<file path="src/rtl/cpu_top.sv">
// cpu_top: multicycle 16-bit accumulator CPU (fetch F0/F1/F2, execute E0/E1, HALTED).
// Instruction word is {opcode[7:0], address[7:0]}; memory is external, 256x16, with a
// one-cycle synchronous read.
// Ports:
//   clk             system clock, rising edge
//   rst_n           asynchronous active-low reset
//   MBR_in_memory   memory read data, valid one cycle after MAR_out_memory
//   MAR_out_memory  memory address (MAR register)
//   MBR_out_memory  memory write data (MBR register); written when Control_Signals[11]=1
// Control_Signals map:
//   [0] MAR<-PC  [1] PC+1  [2] IR load  [3] MAR<-addr  [4] MBR<-ACC  [5] BR load
//   [6] ACC write  [7] flags write  [8] PC<-addr  [9] subtract  [10] PC<-addr if ACC>=0
//   [11] memory write  [15:12] ALU function

module cpu_pc (
    input  logic       clk,
    input  logic       rst_n,
    input  logic       inc,
    input  logic       load,
    input  logic [7:0] addr,
    output logic [7:0] PC_out
);
    always_ff @(posedge clk or negedge rst_n) begin
        if (!rst_n)    PC_out <= 8'd0;
        else if (load) PC_out <= addr;
        else if (inc)  PC_out <= PC_out + 8'd1;
    end
endmodule

module cpu_ir (
    input  logic       clk,
    input  logic       rst_n,
    input  logic       load,
    input  logic [7:0] din,
    output logic [7:0] IR_out
);
    always_ff @(posedge clk or negedge rst_n) begin
        if (!rst_n)    IR_out <= 8'd0;
        else if (load) IR_out <= din;
    end
endmodule

module cpu_mar (
    input  logic       clk,
    input  logic       rst_n,
    input  logic       load_pc,
    input  logic       load_addr,
    input  logic [7:0] pc,
    input  logic [7:0] addr,
    output logic [7:0] MAR_out_memory
);
    always_ff @(posedge clk or negedge rst_n) begin
        if (!rst_n)         MAR_out_memory <= 8'd0;
        else if (load_pc)   MAR_out_memory <= pc;
        else if (load_addr) MAR_out_memory <= addr;
    end
endmodule

module cpu_mbr (
    input  logic        clk,
    input  logic        rst_n,
    input  logic        load,
    input  logic [15:0] din,
    output logic [15:0] MBR_out
);
    always_ff @(posedge clk or negedge rst_n) begin
        if (!rst_n)    MBR_out <= 16'd0;
        else if (load) MBR_out <= din;
    end
endmodule

module cpu_br (
    input  logic        clk,
    input  logic        rst_n,
    input  logic        load,
    input  logic [15:0] din,
    output logic [15:0] BR_out
);
    always_ff @(posedge clk or negedge rst_n) begin
        if (!rst_n)    BR_out <= 16'd0;
        else if (load) BR_out <= din;
    end
endmodule

// Accumulator plus ALU; ALUflags = {Z, N, C, V}.
module cpu_alu_acc (
    input  logic        clk,
    input  logic        rst_n,
    input  logic        acc_we,
    input  logic        flags_we,
    input  logic [3:0]  func,
    input  logic        sub,
    input  logic [15:0] operand,
    output logic [15:0] ACC_out
);
    localparam logic [3:0] AluPass = 4'd0, AluAdd = 4'd1, AluMpy = 4'd2, AluAnd = 4'd3;
    localparam logic [3:0] AluOr = 4'd4, AluNot = 4'd5, AluShr = 4'd6, AluShl = 4'd7;

    logic [3:0]         ALUflags;
    logic [15:0]        res, opnd_b;
    logic [16:0]        sum;
    logic signed [31:0] prod;
    logic               c, v;

    always_comb begin
        res    = ACC_out;
        c      = 1'b0;
        v      = 1'b0;
        sum    = '0;
        prod   = '0;
        // Subtraction is ACC + ~M + 1, so the adder carry is the not-borrow.
        opnd_b = sub ? ~operand : operand;
        case (func)
            AluPass: res = operand;
            AluAdd: begin
                sum = {1'b0, ACC_out} + {1'b0, opnd_b} + {16'd0, sub};
                res = sum[15:0];
                c   = sum[16];
                v   = (ACC_out[15] == opnd_b[15]) && (res[15] != ACC_out[15]);
            end
            AluMpy: begin
                prod = $signed({{16{ACC_out[15]}}, ACC_out})
                     * $signed({{16{operand[15]}}, operand});
                res  = prod[15:0];
                v    = prod[31:16] != {16{prod[15]}};
            end
            AluAnd: res = ACC_out & operand;
            AluOr:  res = ACC_out | operand;
            AluNot: res = ~ACC_out;
            AluShr: begin
                res = {ACC_out[15], ACC_out[15:1]};
                c   = ACC_out[0];
            end
            AluShl: begin
                res = {ACC_out[14:0], 1'b0};
                c   = ACC_out[15];
            end
            default: ;
        endcase
    end

    always_ff @(posedge clk or negedge rst_n) begin
        if (!rst_n) begin
            ACC_out  <= 16'd0;
            ALUflags <= 4'd0;
        end else begin
            if (acc_we)   ACC_out  <= res;
            if (flags_we) ALUflags <= {res == 16'd0, res[15], c, v};
        end
    end
endmodule

module cpu_top (
    input  logic        clk,
    input  logic        rst_n,
    input  logic [15:0] MBR_in_memory,
    output logic [7:0]  MAR_out_memory,
    output logic [15:0] MBR_out_memory
);
    typedef enum logic [2:0] {StF0, StF1, StF2, StE0, StE1, StHalted} state_t;

    localparam logic [7:0] OpStore = 8'h01, OpLoad = 8'h02, OpAdd = 8'h03, OpSub = 8'h04;
    localparam logic [7:0] OpJmpgez = 8'h05, OpJmp = 8'h06, OpHalt = 8'h07, OpMpy = 8'h08;
    localparam logic [7:0] OpAnd = 8'h0A, OpOr = 8'h0B, OpNot = 8'h0C, OpShr = 8'h0D;
    localparam logic [7:0] OpShl = 8'h0E;
    localparam logic [3:0] AluPass = 4'd0, AluAdd = 4'd1, AluMpy = 4'd2, AluAnd = 4'd3;
    localparam logic [3:0] AluOr = 4'd4, AluNot = 4'd5, AluShr = 4'd6, AluShl = 4'd7;

    state_t      state_q, state_d;
    logic [15:0] ctrl, Control_Signals;
    logic [7:0]  pc, ir;
    logic [15:0] acc, br, operand;
    logic        pc_load, mbr_load;

    always_ff @(posedge clk or negedge rst_n) begin
        if (!rst_n) state_q <= StF0;
        else        state_q <= state_d;
    end

    always_comb begin
        state_d = state_q;
        ctrl    = '0;
        case (state_q)
            StF0: begin
                ctrl[0] = 1'b1;
                state_d = StF1;
            end
            StF1: state_d = StF2;
            StF2: begin
                ctrl[1] = 1'b1;
                ctrl[2] = 1'b1;
                ctrl[3] = 1'b1;
                state_d = (MBR_in_memory[15:8] == OpHalt) ? StHalted : StE0;
            end
            StE0: begin
                ctrl[4] = (ir == OpStore);
                state_d = StE1;
            end
            StE1: begin
                state_d = StF0;
                case (ir)
                    OpStore:  ctrl[11] = 1'b1;
                    OpLoad:   begin ctrl[5] = 1'b1; ctrl[6] = 1'b1; ctrl[15:12] = AluPass; end
                    OpAdd:    begin ctrl[7:5] = 3'b111; ctrl[15:12] = AluAdd; end
                    OpSub:    begin ctrl[7:5] = 3'b111; ctrl[9] = 1'b1; ctrl[15:12] = AluAdd; end
                    OpMpy:    begin ctrl[7:5] = 3'b111; ctrl[15:12] = AluMpy; end
                    OpAnd:    begin ctrl[7:5] = 3'b111; ctrl[15:12] = AluAnd; end
                    OpOr:     begin ctrl[7:5] = 3'b111; ctrl[15:12] = AluOr; end
                    OpNot:    begin ctrl[7:6] = 2'b11; ctrl[15:12] = AluNot; end
                    OpShr:    begin ctrl[7:6] = 2'b11; ctrl[15:12] = AluShr; end
                    OpShl:    begin ctrl[7:6] = 2'b11; ctrl[15:12] = AluShl; end
                    OpJmpgez: ctrl[10] = 1'b1;
                    OpJmp:    ctrl[8] = 1'b1;
                    default:  ;
                endcase
            end
            StHalted: ;
            default: state_d = StF0;
        endcase
    end

    // Gated by reset so no strobe (in particular the write) survives an abort.
    assign Control_Signals = rst_n ? ctrl : 16'd0;

    assign pc_load  = Control_Signals[8] | (Control_Signals[10] & ~acc[15]);
    assign mbr_load = Control_Signals[4] & ~Control_Signals[11];
    // BR is bypassed in the cycle it loads, so E1 can execute on the fresh operand.
    assign operand  = Control_Signals[5] ? MBR_in_memory : br;

    cpu_pc u_PC (
        .clk(clk), .rst_n(rst_n), .inc(Control_Signals[1]), .load(pc_load),
        .addr(MAR_out_memory), .PC_out(pc)
    );

    cpu_ir u_IR (
        .clk(clk), .rst_n(rst_n), .load(Control_Signals[2]), .din(MBR_in_memory[15:8]),
        .IR_out(ir)
    );

    cpu_mar u_MAR (
        .clk(clk), .rst_n(rst_n), .load_pc(Control_Signals[0]), .load_addr(Control_Signals[3]),
        .pc(pc), .addr(MBR_in_memory[7:0]), .MAR_out_memory(MAR_out_memory)
    );

    cpu_mbr u_MBR (
        .clk(clk), .rst_n(rst_n), .load(mbr_load), .din(acc), .MBR_out(MBR_out_memory)
    );

    cpu_br u_BR (
        .clk(clk), .rst_n(rst_n), .load(Control_Signals[5]), .din(MBR_in_memory), .BR_out(br)
    );

    cpu_alu_acc u_ALU_ACC (
        .clk(clk), .rst_n(rst_n), .acc_we(Control_Signals[6]), .flags_we(Control_Signals[7]),
        .func(Control_Signals[15:12]), .sub(Control_Signals[9]), .operand(operand),
        .ACC_out(acc)
    );
endmodule

</file>
<file path="config.mk">
export PLATFORM = sky130hd
export DESIGN_NAME = cpu_top
export DESIGN_NICKNAME = d
export VERILOG_FILES = /design/src/rtl/cpu_top.sv
export SDC_FILE = /design/constraint.sdc
export NUM_CORES = 1
export LEC_CHECK = 0
export CAP_MARGIN = 20
export CORE_AREA = 3 3 161 163
export CTS_CLUSTER_SIZE = 30
export DETAILED_ROUTE_END_ITERATION = 8
export DIE_AREA = 0 0 164 166
export PLACE_DENSITY_LB_ADDON = 0.2
export SYNTH_ARGS = -nofsm -noshare
export SYNTH_HDL_FRONTEND = slang
export SYNTH_HIERARCHICAL = 1
export SYNTH_SLANG_ARGS = --single-unit
</file>
<file path="constraint.sdc">
create_clock -name clk -period 9.1 [get_ports clk]
set_input_delay 2.73 -clock clk [delete_from_list [all_inputs] [get_ports clk]]
set_output_delay 2.73 -clock clk [all_outputs]
set_load 0.02 [all_outputs]
</file>
Yosys cells after proc, flatten, opt, wreduce, memory -nomap -nowiden

Index checks and enable logic that the tools add are counted.

Output and inout port bits: 24
Register bits: 75
Bits of input ports: 18

Add/subtract/negate cells: 3
Eq/ne operators: 25
Bitwise logic cells: 10
$mul: 1
Mux-type cells: 22
Reductions and logical operators: 12

Operators by type and width:

| operator            | number |
|---|---|
| $pmux 16 s8         | 1 |
| $eq 8x4->1 const B  | 6 |
| $mux 16             | 3 |
| $eq 8x3->1 const B  | 4 |
| $mux 8              | 4 |
| $not 16->16         | 2 |
| $pmux 3 s7          | 1 |
| $add 16x1->16       | 1 |
| $add 16x16->16      | 1 |
| $and 16x16->16      | 1 |
| $eq 4x3->1 const B  | 4 |
| $eq 8x2->1 const B  | 2 |
| $mul 16x16->16      | 1 |
| $or 16x16->16       | 1 |
| $pmux 3 s5          | 1 |
| $mux 10             | 1 |
| $mux 1              | 9 |
| $reduce_or 9->1     | 1 |
| $add 8x1->8 const B | 1 |
| $eq 4x2->1 const B  | 2 |
| $eq 8x1->1 const B  | 1 |
| $reduce_bool 8->1   | 1 |
| $reduce_or 8->1     | 1 |
| $reduce_bool 7->1   | 1 |
| other kinds (15)    | 22 |

Logic depth before layout (Yosys ltp)

Gate-level depths: netlist of the first run.

Word-level depth: 11
Gate-level depth with buffers: 28
Gate-level depth less buffers: 26

Modules after synthesis

Netlist of the first run, hierarchy kept.

Modules (own cells, without submodules):

| module      | area an instance (sq um) | cells an instance | sequential area each (sq um) | instances |
|---|---|---|---|---|
| cpu_alu_acc | 6,761.5                  | 867               | 400.4                        | 1 |
| cpu_br      | 649.4                    | 34                | 400.4                        | 1 |
| cpu_mbr     | 649.4                    | 34                | 400.4                        | 1 |
| cpu_top     | 623.1                    | 67                | 75.1                         | 1 |
| cpu_pc      | 450.4                    | 49                | 200.2                        | 1 |
| cpu_mar     | 372.9                    | 34                | 200.2                        | 1 |
| cpu_ir      | 331.6                    | 17                | 200.2                        | 1 |

Least setup slack after synthesis of the first run

Ideal clock, no wire load.

Path kind: input to register
Start point: input port rst_n
End point: register u_ALU_ACC.ACC_out[15]
Data required time: 9.006 ns
Stages on the path: 23
Library setup time: 0.094 ns
Setup slack: 0.211 ns
Arrival time: 8.795 ns
Path through: nor4b_4 > nand4b_4 > o21bai_4 > mux2_2 > clkbuf_1 > clkbuf_1 > nand2_1 > fa_1 > fa_1 > fa_1 > fa_1 > inv_1 > fa_1 > inv_1 > fa_1 > inv_1 > ha_1 > a21oi_1 > and2b_1 > o311ai_0 > a21oi_1 > nand3b_1 > a221oi_2

Longest elaborated chain between the ends: 7
Elaborated cells between the ends (all ways): 21
Those cells by class: 2 x add/sub; 1 x mul; 7 x eq/ne; 4 x mux; 4 x bitwise; 3 x reduce/logical

RTL lines:

| item                 | RTL line | RTL |
|---|---|---|
| from (decl)          | 155      | `input logic rst_n,` |
| $mux 16 *            | 223      | `assign Control_Signals = rst_n ? ctrl : 16'd0;` |
| $mux 16 *            | --       |  |
| named net operand[1] | 172      | `logic [15:0] acc, br, operand;` |
| $not 16->16          | 112      | `opnd_b = sub ? ~operand : operand;` |
| $mux 16              | 112      |  |
| $add 16x16->16       | 116      | `sum = {1'b0, ACC_out} + {1'b0, opnd_b} + {16'd0, sub};` |
| $add 16x1->16        | 116      |  |
| $pmux 16 s8 *        | 113      | `case (func)` |
| to (signal assigned) | 147      | `if (acc_we) ACC_out <= res;` |
| to (decl)            | 94       | `output logic [15:0] ACC_out` |

Mark *: on every way through the listed nets, which the timed path passes. The rest lies on a longest branch.
A chain may end at the register's enable or synchronous reset.

Worst setup path after layout of the first run

Start point: input port rst_n
End point: register u_ALU_ACC.ACC_out[14]

The elaborated chain is that of the path after synthesis.

==> results of run 1 <==
-- worst paths after layout --
check	start	endpoint	slack, ns	depth (start not counted)
worst min-delay path	u_ALU_ACC/ACC_out[1]	u_MBR/MBR_out[1]	0.49	1
max in group asynchronous	rst_n	u_MBR/MBR_out[9]	5.69	3
worst max register to register	u_IR/IR_out[0]	u_ALU_ACC/ACC_out[14]	2.22	23
worst max-delay path	rst_n	u_ALU_ACC/ACC_out[14]	0.36	24
worst min register to register	u_ALU_ACC/ACC_out[1]	u_MBR/MBR_out[1]	0.49	1
min in group asynchronous	rst_n	u_IR/IR_out[7]	2.41	2
-- cells in the final DEF (no fill, tap or decap), types with 7 or more instances in the layout --
master and n:
o21ai_1 12, fa_1 80, clkbuf_16 9, buf_4 34, nor2_1 44, mux2i_1 14, nand2b_1 13, a21oi_1 48
inv_1 145, mux2_4 37, xor2_1 32, a21o_1 9, nand2_1 130, o21ai_0 41, and3_1 7, ha_1 78
clkdlybuf4s50_1 40, dfrtp_1 75, and2_1 55, nor3_1 9, nor2b_1 11, nand3_1 19, mux2_2 20, xnor2_1 32
-- registers in the layout (all words and copies together) (netlist names) --
register              count
u_IR/IR_out               8
u_BR/BR_out              16
u_ALU_ACC/ACC_out        16
state_q                   3
u_MAR/MAR_out_memory      8
u_MBR/MBR_out            16
u_PC/PC_out               8
-- cell type report --
cell class	instances	area (µm²)	share of cell area, %
clock buffers	11	243	2.23
clock inverters	5	61.3	0.564
inverters	146	548	5.04
multi-input cells	816	7080	65.1
flip-flops and latches	75	1880	17.3
well taps	324	405	3.73
repair buffers	74	656	6.03
-- worst max-delay path, delay by kind of cell --
| kind | cells | cell delay, ns |
|---|---|---|
| buffers and inverters | 6 | 0.38 |
| and+or+nand+nor | 5 | 0.90 |
| adders and majority gates | 7 | 3.43 |
| AOI/OAI and AO/OA | 5 | 1.06 |
| muxes | 1 | 0.43 |
-- report_power, final --
group / total (W) / switching [W] / internal [W]
clock network: 0.000376 / 0.000154 / 0.000221
logic: 0.000670 / 0.000375 / 0.000295
registers: 0.000515 / 0.000106 / 0.000409
-- routing by layer --
metal	track usage (%)	up-vias	routed length [µm]
li1	-	3676	-
met1	30.9	3817	12900
met2	32.5	277	12700
met3	3.32	47	1830
met4	4.27	0	605
met5	0	-	0
-- metrics by stage --
stage,util (%),setup WS (ns)
finish,44.4,0.364
global route,44.4,0.0427
CTS,44.4,0.373
detailed placement,43.2,0.0187
global placement,43.2,0.0519
floorplan,-,0.222
-- what timing repair did --
action / 4_1_cts / 5_1_grt
setup endpoints to repair: 0 / 1
endpoints found under the hold margin: 0 / 0
hold buffers: 0 / 0
resized for setup: 0 / 1
==> results.md, run 1 <==
* First-iteration detailed-routing DRC count at around 660
* Cell total after placement at between 1000 and 1500
* TritonCTS Buffers at 9
* Die ar. at between 0.02 and 0.03 mm²
* Register clock-pin slew on the reported worst setup and hold paths at ~0.07 ns
* Number of iterations in the first detailed-routing pass at 5
* VDD IR max at around 0.13 mV
* Starting Density at 40.2%
* CP startpoint kind: primary input
* Worst Skew at roughly 0.015 ns
* Synth Cell Area at 0.00983 mm²
* Final total negative setup slack at 0 ns
* CP endpoint kind: flip-flop
* Antenna diode instance count at 0
* Die Ht at roughly 170 µm
* Post-Layout Cell Count at 1451
* Highest achievable clock rate at between 0.1 and 0.15 GHz
* Global-route usage over all layers at between 20% and 30%
* Number of antenna-violating nets in the routed design at 0
* DRC viols at 0
* Yosys warns at 6
* Via count of the first global-routing pass at a little under 8000
* Master cell of the clock root buffer: clkbuf_16
* Maximum fanout encountered on the critical timing path at 10
* Max-slew headroom at roughly a quarter
* Endpoint arrival time on the critical path at ~9 ns
* WS Path Type: primary input to flip-flop
* Die width at roughly 160 µm
* GPL Wtd Cong at about 0.88
* Gate Count Post-Synth at about 1100
* Final WL at roughly 28000 µm
* Avg Cell Area, Syn at ~9 µm²
* Clock period minus final worst setup slack at just under 9 ns
* Data required time of the worst path at a little over 9 ns
* Static Leak at roughly 5 nW
* Pin count of the biggest net entering global routing at 49
* Power density cells at 144 mW/mm²
* Initial antenna violation count at 0
* H-tree level count at 3
* Transition time at the pin with the least slew margin at roughly 1.1 ns
* Pins over their slew limit at 0
* Unrepaired setup endpoints after global routing: false
* Share of post-route cells with drive strength above 1 at roughly an eighth
* Global route overflow at 0
* Post-route cell area at between 0.01 and 0.015 mm²
* Detail-routed via count per cell at around 5.4
* Routed length per instance at slightly below 20 µm
* Post-CTS Setup Inserts at 0
* Number of buffers on the longest clock path at 2
* Relative area change from synthesis to final layout at 10.5%
* Post-placement cell area at ~0.011 mm²
* Global-route wire length before repair at between 40000 and 50000 µm
* Floorplan core area at ~0.024 mm²
* Port-buffer cells at approximately 40
* Number of failing hold endpoints at the final stage at 0
* Vias at slightly below 8000
* Number of rows in the core area at 57
* Fill cell instance count of the final layout at 2401
* Library cell appearing most often on the critical path: fa_1
* Clock Latency Late Sink at ~0.35 ns
* Net count reported at finish at about 1300
* Result of the run: finished clean
* Number of maximum-capacitance constraint violations at 0
* Clock tree from TritonCTS: yes
* Worst hold slack at about 0.5 ns
* Share of the clock period used by the worst path after layout at a little over nine tenths
* HPWL Detailed at 20700 µm
* I/O pin total at between 40 and 50
* Total Power Consumption at about 0.0016 W
* Standard cell with the maximum stage delay on the critical path: fa_1
* Type of the tightest min-delay check: flip-flop to flip-flop
* Clock sinks at 75
* Slowest stage delay, CP at 0.56 ns
* Setup violators final at 0
* Critical path, cell by cell: buf_4, nor4b_4, nand4b_4, o21bai_4, mux2_2, and2_1, fa_1, inv_1, fa_1, inv_1, fa_1, fa_1, inv_1, fa_1, fa_1, inv_1, ha_1, inv_1, a32oi_1, o21ai_0, nor4_1, o21ai_0, o31ai_2, nand3_1
Note: power is estimated with default switching activity, not from simulation.
==> run 2, diff against run 1 <==
--- a/config.mk
+++ b/config.mk
@@ -5,6 +5,7 @@
 export SDC_FILE = /design/constraint.sdc
 export NUM_CORES = 1
 export LEC_CHECK = 0
+export ABC_CLOCK_PERIOD_IN_PS = 9100
 export CAP_MARGIN = 20
 export CORE_AREA = 3 3 161 163
 export CTS_CLUSTER_SIZE = 30
==> results of run 2 <==
No change in the layout: final DEF, timing and power equal those of run 1.
==> run 3, diff against run 2 <==
--- a/config.mk
+++ b/config.mk
@@ -11,7 +11,7 @@
 export CTS_CLUSTER_SIZE = 30
 export DETAILED_ROUTE_END_ITERATION = 8
 export DIE_AREA = 0 0 164 166
-export PLACE_DENSITY_LB_ADDON = 0.2
+export SKIP_CTS_REPAIR_TIMING = 1
 export SYNTH_ARGS = -nofsm -noshare
 export SYNTH_HDL_FRONTEND = slang
 export SYNTH_HIERARCHICAL = 1
==> run 3 against run 2 <==
Compared with the run above:
- clock power down 8.8%
- sequential power about the same
- die area stayed put
- via count rose by 0.75%
- non-clock buffer count is 1 lower
- utilization is 0.092 points lower
- count of clock-buffer cells in the layout fell by 2
- global-route usage down 0.078 points
- combinational power is essentially flat
- setup slack improved by 0.091 ns
- largest cell class unchanged
==> results.md, run 3 (synthesis results as in run 1) <==
* Final WL at about 28000 µm
* Starting Density at roughly 40%
* Standard cell with the maximum stage delay on the critical path: fa_1
* Share of the clock period used by the worst path after layout at ~95%
* DRC viols at 0
* Vias at approximately 7900
* VDD IR max at roughly 0.14 mV
* Pins over their slew limit at 0
* Number of maximum-capacitance constraint violations at 0
* Cells on Worst Hold Path at 1
* Unrepaired setup endpoints after global routing: false
* Initial antenna violation count at 0
* Number of antenna-violating nets in the routed design at 0
* Reg2reg path depth at 22
* Relative area change from synthesis to final layout at 10.3%
* Detail-routed via count per cell at 5.44
* Clock Latency Late Sink at 0.34 ns
* Static Leak at a little over 5 nW
* HPWL Detailed at ~21000 µm
* Slowest stage delay, CP at 0.56 ns
* Data required time of the worst path at 9.33 ns
* Type of the tightest min-delay check: flip-flop to flip-flop
* Leading cell type in the layout, fill and taps excluded: inv_1
* Register clock-pin slew on the reported worst setup and hold paths at ~0.060 ns
* Registers with the most flip-flops: u_ALU_ACC/ACC_out x16, u_BR/BR_out x16, u_MBR/MBR_out x16
* Worst Skew at roughly 0.0065 ns
* Number of rows in the core area at 57
* Commonest cells after routing, fill and taps aside: inv_1 (145), nand2_1 (130), fa_1 (80), ha_1 (78), dfrtp_1 (75)
* Clock sinks at 75
* CP endpoint kind: flip-flop
* Net count reported at finish at ~1300
* Power density cells at ~140 mW/mm²
* Core occupancy in the finished layout at roughly 44%
* Maximum fanout encountered on the critical timing path at 13
* Die width at around 160 µm
* Global route overflow at 0
* Share of post-route cells with drive strength above 1 at 11.7%
* H-tree level count at 3
* Master cell of the clock root buffer: clkbuf_16
* Number of failing hold endpoints at the final stage at 0
* I/O pin total at 42
* Endpoint arrival time on the critical path at roughly 9 ns
* Setup slack at placement at 0.0968 ns
* Die Ht at between 150 and 200 µm
* Critical path, cell by cell: buf_4, nor4b_4, nand4b_4, o21bai_4, mux2_2, nand2_1, fa_1, fa_1, inv_1, fa_1, fa_1, fa_1, inv_1, fa_1, inv_1, ha_1, nand2b_1, o21ai_0, a221oi_1, o221ai_1, a211o_1, a31oi_1, o21ai_1
* WS Path Type: primary input to flip-flop
* First-iteration detailed-routing DRC count at ~700
* Port-buffer cells at 41
* GPL Wtd Cong at 0.913
* Global-route wire length before repair at roughly 45000 µm
* Result of the run: finished clean
* Antenna diode instance count at 0
* Clock period minus final worst setup slack at roughly 8.6 ns
* Post-placement cell area at ~0.011 mm²
* Die ar. at roughly 0.027 mm²
* Post-route worst setup slack at roughly 0.45 ns
* Global-route usage over all layers at 20.9%
* Setup violators final at 0
* Number of buffers on the longest clock path at 2
* Post-route cell area at between 0.01 and 0.015 mm²
* Clock tree from TritonCTS: yes
* Fill cell instance count of the final layout at 2423
* Pin count of the biggest net entering global routing at 77
* TritonCTS Buffers at 9
* Transition time at the pin with the least slew margin at roughly 1.2 ns
* CP startpoint kind: primary input
* Final total negative setup slack at 0 ns
* Highest achievable clock rate at around 0.12 GHz
* Via count of the first global-routing pass at 7956
* Routed length per instance at roughly 19 µm
* Max-slew headroom at 22.2%
* Floorplan core area at between 0.02 and 0.025 mm²
* Library cell appearing most often on the critical path: fa_1
* Number of iterations in the first detailed-routing pass at 6
-- run 3: cell count changes in the layout (fill, tap and decap cells not counted), sizes merged --
cell    change
inv         +2
buf         -1
bufinv      -1
clkbuf      -2
-- run 3: path summary, 6_finish.rpt --
path,startpoint,to,slack (ns)
worst max-delay path,rst_n,u_ALU_ACC/ACC_out[12],0.45
max in group asynchronous,rst_n,u_MBR/MBR_out[7],6.06
worst min-delay path,u_BR/BR_out[2],u_BR/BR_out[2],0.51
min in group asynchronous,rst_n,u_MAR/MAR_out_memory[2],2.44
worst max register to register,u_IR/IR_out[0],u_ALU_ACC/ACC_out[12],2.34
worst min register to register,u_BR/BR_out[2],u_BR/BR_out[2],0.51
-- run 3: critical path: cells and delay by family --
family,cells,cell delay (ns)
AOI/OAI and AO/OA,7,1.31
adders and majority gates,7,3.43
buffers and inverters,4,0.27
muxes,1,0.47
and+or+nand+nor,4,0.64
-- run 3: power breakdown --
| part | total (W) | internal [W] | leakage [nW] | switching (W) |
|---|---|---|---|---|
| clock network | 0.000343 | 0.000186 | 0.125 | 0.000157 |
| registers | 0.000517 | 0.000409 | 0.998 | 0.000109 |
| logic | 0.000670 | 0.000297 | 3.99 | 0.000373 |
| total | 0.00153 | 0.000892 | 5.11 | 0.000639 |
-- run 3: metrics by stage --
step | hold slack, ns | total power [W] | cells
global route | 0.527 | 0.00162 | 1449
global placement | 0.484 | 0.00117 | 1433
detailed placement | 0.492 | 0.00118 | 1433
floorplan | 0.468 | 0.000958 | 1104
CTS | 0.508 | 0.00153 | 1448
finish | 0.509 | 0.00153 | 1449
-- run 3: final cells by class --
class | instances | area (µm²) | area share [%]
multi-input combinational | 816 | 7080 | 65.2
tap | 324 | 405 | 3.74
clock inverter | 6 | 48.8 | 0.450
timing repair buffer | 73 | 668 | 6.16
clock buffer | 9 | 225 | 2.08
sequential | 75 | 1880 | 17.3
inverter | 146 | 548 | 5.05
-- run 3: layer usage --
layer	global-route usage, %	share of wire [%]
met5	0	0
met4	4.67	2.1
met3	3.92	7.0
met2	33.3	46
met1	29.5	45
